File: src/rtl/dsp_mac_slice.sv
// Pipelined pre-add / multiply / accumulate slice with valid tracking, clock enable,
// optional saturation and a sticky overflow flag. Slices chain through pcout -> pcin.
module dsp_mac_slice #(
  parameter int AW       = 18,
  parameter int BW       = 18,
  parameter int PW       = 48,
  parameter bit SATURATE = 1'b1,
  parameter int OPMODE_W = 5
) (
  input  logic                    clk,
  input  logic                    rst_n,
  input  logic                    ce,
  input  logic                    in_valid,
  input  logic signed [AW-1:0]    a,
  input  logic signed [BW-1:0]    b,
  input  logic signed [BW-1:0]    d,
  input  logic signed [PW-1:0]    c,
  input  logic signed [PW-1:0]    pcin,
  input  logic [OPMODE_W-1:0]     opmode,
  input  logic                    carryin,
  output logic                    out_valid,
  output logic signed [PW-1:0]    p,
  output logic signed [PW-1:0]    pcout,
  output logic signed [AW+BW:0]   m,
  output logic                    ovf
);

  localparam int MW = AW + BW + 1;
  localparam int SW = PW + 2;

  generate
    if (PW < MW) begin : g_pw_check
      $error("dsp_mac_slice: PW must be at least AW+BW+1");
    end
    if (OPMODE_W != 5) begin : g_op_check
      $error("dsp_mac_slice: OPMODE_W must be 5");
    end
  endgenerate

  function automatic logic signed [BW:0] pre_add(input logic [OPMODE_W-1:0] op,
                                                 input logic signed [BW-1:0] dv,
                                                 input logic signed [BW-1:0] bv);
    logic signed [BW:0] de;
    logic signed [BW:0] be;
    de = {dv[BW-1], dv};
    be = {bv[BW-1], bv};
    if (!op[0])     return be;
    else if (op[1]) return de - be;
    else            return de + be;
  endfunction

  // Sum is in range only when its top three bits agree.
  function automatic logic out_of_range(input logic signed [SW-1:0] s);
    return s[SW-1:PW-1] != {3{s[SW-1]}};
  endfunction

  function automatic logic signed [PW-1:0] clamp(input logic signed [SW-1:0] s);
    if (SATURATE && out_of_range(s))
      return s[SW-1] ? {1'b1, {(PW-1){1'b0}}} : {1'b0, {(PW-1){1'b1}}};
    return s[PW-1:0];
  endfunction

  logic signed [AW-1:0]  a_p1_q;
  logic signed [BW-1:0]  b_p1_q, d_p1_q;
  logic signed [PW-1:0]  c_p1_q, c_p2_q;
  logic [OPMODE_W-1:0]   op_p1_q, op_p2_q;
  logic                  ci_p1_q, ci_p2_q;
  logic                  vld_p1_q, vld_p2_q, vld_p3_q;
  logic signed [MW-1:0]  m_q, m_d;
  logic signed [PW-1:0]  p_q, p_d;
  logic                  ovf_q, ovf_d;

  logic signed [BW:0]    pre;
  logic signed [MW-1:0]  pre_x, a_x;
  logic signed [PW-1:0]  z_sel;
  logic signed [SW-1:0]  z_ext, x_ext, ci_ext, sum;
  logic                  sum_ovf;

  always_comb begin
    pre   = pre_add(op_p1_q, d_p1_q, b_p1_q);
    pre_x = {{AW{pre[BW]}}, pre};
    a_x   = {{(BW+1){a_p1_q[AW-1]}}, a_p1_q};
    m_d   = pre_x * a_x;
  end

  always_comb begin
    z_sel = '0;
    unique case (op_p2_q[3:2])
      2'b00: z_sel = '0;
      2'b01: z_sel = c_p2_q;
      2'b10: z_sel = p_q;
      2'b11: z_sel = pcin;
    endcase
    z_ext   = {{2{z_sel[PW-1]}}, z_sel};
    x_ext   = {{(SW-MW){m_q[MW-1]}}, m_q};
    ci_ext  = {{(SW-1){1'b0}}, ci_p2_q};
    sum     = op_p2_q[4] ? z_ext - (x_ext + ci_ext) : z_ext + x_ext + ci_ext;
    sum_ovf = out_of_range(sum);
    p_d     = p_q;
    ovf_d   = ovf_q;
    if (vld_p2_q) begin
      p_d   = clamp(sum);
      // A restart (Z=0) drops any earlier overflow history.
      ovf_d = (op_p2_q[3:2] == 2'b00) ? sum_ovf : (ovf_q | sum_ovf);
    end
  end

  always_ff @(posedge clk or negedge rst_n) begin
    if (!rst_n) begin
      a_p1_q   <= '0;
      b_p1_q   <= '0;
      d_p1_q   <= '0;
      c_p1_q   <= '0;
      op_p1_q  <= '0;
      ci_p1_q  <= 1'b0;
      vld_p1_q <= 1'b0;
      c_p2_q   <= '0;
      op_p2_q  <= '0;
      ci_p2_q  <= 1'b0;
      vld_p2_q <= 1'b0;
      m_q      <= '0;
      p_q      <= '0;
      ovf_q    <= 1'b0;
      vld_p3_q <= 1'b0;
    end else if (ce) begin
      // Stage 1: operand capture
      a_p1_q   <= a;
      b_p1_q   <= b;
      d_p1_q   <= d;
      c_p1_q   <= c;
      op_p1_q  <= opmode;
      ci_p1_q  <= carryin;
      vld_p1_q <= in_valid;
      // Stage 2: multiplier
      m_q      <= m_d;
      c_p2_q   <= c_p1_q;
      op_p2_q  <= op_p1_q;
      ci_p2_q  <= ci_p1_q;
      vld_p2_q <= vld_p1_q;
      // Stage 3: post-adder / accumulator
      p_q      <= p_d;
      ovf_q    <= ovf_d;
      vld_p3_q <= vld_p2_q;
    end
  end

  assign m         = m_q;
  assign p         = p_q;
  assign pcout     = p_q;
  assign ovf       = ovf_q;
  assign out_valid = vld_p3_q;

endmodule

File: config.mk
export PLATFORM = sky130hd
export DESIGN_NAME = dsp_mac_slice
export DESIGN_NICKNAME = d
export VERILOG_FILES = /design/src/rtl/dsp_mac_slice.sv
export SDC_FILE = /design/constraint.sdc
export NUM_CORES = 2
export LEC_CHECK = 0
export CAP_MARGIN = 20
export CORE_MARGIN = 1
export CORE_UTILIZATION = 31
export DETAILED_ROUTE_END_ITERATION = 8
export GPL_ROUTABILITY_DRIVEN = 0
export GPL_TIMING_DRIVEN = 0
export PLACE_DENSITY = 0.53
export SYNTH_ARGS = -nofsm -noshare
export SYNTH_HDL_FRONTEND = slang
export SYNTH_SLANG_ARGS = --single-unit
File: constraint.sdc
create_clock -name clk -period 14 [get_ports clk]
set_clock_uncertainty 0.05 [all_clocks]
set_input_delay 4.2 -clock clk [delete_from_list [all_inputs] [get_ports clk]]
set_output_delay 4.2 -clock clk [all_outputs]
set_load 0.05 [all_outputs]
==> out/results.txt <==
GRT overflow = 0
dominant cell type by area after synthesis = sky130_fd_sc_hd__fa_1
effective utilization at floorplan = 31.4%
CTS H-tree lvls = 2
CTS tree = yes
worst stage delay on the critical path = 0.75 ns
final core utilization = 37.4%
via total after detailed routing = 25563
setup tns final = 0 ns
Chip Width = 321 um
die extent in y = 321 um
antenna violations before repair = 6
critical path data arrival time = 12.21 ns
share of flip-flops with an asynchronous set or reset after synthesis = 100%
final setup vio count = 0
Max Clk Rate = 84.7 MHz
area of the die = 103000 um2
Resized Gates After CTS = 0
mean cell area of the mapped netlist = 9.15 um2
DRC violation count after routing = 0
Detail Route Antenna Nets = 0
Synth Register Bits = 249
critical path launch point type = register
Syn Nets = 4212
final worst path period share = 84.4%
Post-synth top cells = sky130_fd_sc_hd__inv_1, sky130_fd_sc_hd__fa_1, sky130_fd_sc_hd__nand2_1
Post-CTS Hold Fix Bufs = 0
Synth area leaders = sky130_fd_sc_hd__fa_1, sky130_fd_sc_hd__dfrtp_1, sky130_fd_sc_hd__ha_1, sky130_fd_sc_hd__mux2_2, sky130_fd_sc_hd__inv_1
top-area cell type share of the netlist area = 21.7%
TritonCTS sink count = 249
number of vias per cell after detailed routing = 4.94
Top FF cell, synth = sky130_fd_sc_hd__dfrtp_1
number of detailed-routing iterations run before antenna repair = 5
worst endpoint required time = 14.40 ns
cell area after synthesis = 31600 um2
insertion delay of the later-clocked pin in the worst-skew pair = 0.57 ns
vias in the first global route = 25877
routed wire length = 108000 um
number of DRC markers in iteration 0 = 1673
most frequently used cell type in the post-synthesis netlist = sky130_fd_sc_hd__inv_1
root buf cell = sky130_fd_sc_hd__clkbuf_16
worst min path class = reg2reg
Num CTS Buffers = 34
clk slew on worst S/H paths = 0.06 ns
max-slew violation count = 0
minimum clock period = 11.81 ns
buffer levels on the longest clock path = 3
highest-delay cell along the critical path = sky130_fd_sc_hd__a2111oi_0
fill count = 10374
core box area = 101000 um2
path type of the worst setup path = reg2reg
wire length per cell = 21.0 um
largest fanout of any net on the critical path = 10
Area Overhead vs Synth = 18.9%
setup repair after global routing missed its margin = no
max-capacitance violation count = 0
non-filler instance count after layout = 5173
status = completed
Ports = 295
warning count from the yosys run = 0
Placement Rows = 116
number of inserted diodes = 0
DP Cell Count = 5109
Worst Max-Slew Pin Slew = 1.18 ns
post-place instance area = 36300 um2
GRT Resource Usage Total = 21.2%
count of flip-flops with a built-in enable after synthesis = 0
post-synthesis cell count = 3455
critical path capture point type = register
proportion of synthesized chip area in sequential cells = 19.7%
layout cells sized above 1 = 10.3%
slew margin rel. = 21.4%
post-synth cell types = 89
final design instance area without fill = 37600 um2
half-perimeter wire length after detailed placement = 90400 um
final count of hold timing violations = 0
largest net degree at the start of global routing = 107
global-route wire length before repair = 164000 um
Worst path most repeated cell = sky130_fd_sc_hd__fa_1
number of I/O port buffers = 294
buffer count from post-CTS setup fixing = 0
Total Nets Final = 4547
-- cell families (layout without fill, tap and decap cells) --
family | after synthesis | count (layout) | share of synthesized area, %
xor gates and xnor gates | 159 | 159 | 4.40
and+or+nand+nor | 817 | 817 | 12.4
muxes | 242 | 242 | 8.61
buffers and inverters | 777 | 1138 | 9.97
adders and majority gates | 597 | 597 | 31.8
DFF | 249 | 249 | 19.7
AOI/OAI and AO/OA | 614 | 614 | 13.1
-- layout make-up --
class	count	area (um2)	share of cell area (%)
sequential	249	6230	16.6
inverter	579	2170	5.78
tap	1357	1700	4.52
timing repair buffer	299	3050	8.12
buffer	198	982	2.61
clock inverter	17	229	0.609
multi-input combinational	2429	22200	59.2
clock buffer	45	993	2.64
-- per-layer routing --
layer / wire length (um) / track usage, % / vias up
met5: 8 / 0 / -
met4: 2650 / 4.93 / 2
met3: 6940 / 3.51 / 128
met2: 48900 / 34.2 / 777
met1: 49900 / 29.4 / 12703
li1: - / - / 11953
-- path summary, 6_finish.rpt --
| check | from | to | slack (ns) | cells past startpoint |
|---|---|---|---|---|
| worst min-delay path | c_p1_q[35] | c_p2_q[35] | 0.45 | 1 |
| worst max register to register | op_p1_q[1] | m[35] | 2.19 | 39 |
| min in group asynchronous | rst_n | c_p2_q[5] | 3.55 | 1 |
| worst min register to register | c_p1_q[35] | c_p2_q[35] | 0.45 | 1 |
| max in group asynchronous | rst_n | p[26] | 9.36 | 2 |
| worst max-delay path | op_p1_q[1] | m[35] | 2.19 | 39 |
-- worst max-delay path: cells and delay by family (launching register included) --
kind / cells / cell delay [ns]
AOI/OAI and AO/OA: 18 / 4.74
adders and majority gates: 8 / 3.96
buffers and inverters: 8 / 1.71
muxes: 2 / 0.51
DFF: 1 / 0.34
xor gates and xnor gates: 2 / 0.22
and+or+nand+nor: 1 / 0.15
-- registers in the layout (all words and copies together) (netlist names), 5 cells and up --
register,cells
op_p1_q,5
c_p1_q,48
p,48
c_p2_q,48
a_p1_q,18
d_p1_q,18
b_p1_q,18
m,37
-- per-stage QoR --
step                hold slack, ns  setup WS, ns
CTS                          0.452          2.15
detailed placement           0.441          2.19
global route                 0.467          1.41
floorplan                    0.399          4.11
finish                       0.451          2.19
global placement             0.431         -2.97
-- layout by cell type (no fill, tap or decap), types with 6 or more instances in the layout --
cell type,instances
sky130_fd_sc_hd__and2_1,154
sky130_fd_sc_hd__nand3_1,45
sky130_fd_sc_hd__o21bai_1,22
sky130_fd_sc_hd__a31oi_1,15
sky130_fd_sc_hd__dfrtp_1,249
sky130_fd_sc_hd__xor2_1,42
sky130_fd_sc_hd__a22oi_1,46
sky130_fd_sc_hd__a21oi_1,178
sky130_fd_sc_hd__nand4_1,16
sky130_fd_sc_hd__clkbuf_16,35
sky130_fd_sc_hd__and4_1,7
sky130_fd_sc_hd__clkbuf_1,133
sky130_fd_sc_hd__nor4_1,11
sky130_fd_sc_hd__a21o_1,90
sky130_fd_sc_hd__nor2_1,164
sky130_fd_sc_hd__buf_4,51
sky130_fd_sc_hd__a211oi_1,9
sky130_fd_sc_hd__a21boi_0,7
sky130_fd_sc_hd__mux2_2,235
sky130_fd_sc_hd__or3_1,9
sky130_fd_sc_hd__buf_1,6
sky130_fd_sc_hd__fa_1,343
sky130_fd_sc_hd__o21ai_0,105
sky130_fd_sc_hd__clkdlybuf4s50_1,293
sky130_fd_sc_hd__nand2b_1,13
sky130_fd_sc_hd__o31ai_1,16
sky130_fd_sc_hd__mux2i_1,6
sky130_fd_sc_hd__nor3_1,30
sky130_fd_sc_hd__o21a_1,19
sky130_fd_sc_hd__inv_1,576
sky130_fd_sc_hd__nand2_1,298
sky130_fd_sc_hd__xnor2_1,117
sky130_fd_sc_hd__and3_1,14
sky130_fd_sc_hd__o2111ai_1,18
sky130_fd_sc_hd__nor2b_1,31
sky130_fd_sc_hd__o211ai_1,11
sky130_fd_sc_hd__ha_1,254
sky130_fd_sc_hd__clkbuf_8,8
sky130_fd_sc_hd__or2_2,6
Power is left out: the tool's default activity adds up to more than one toggle a clock period on the data nets, which glitch-free logic cannot reach.
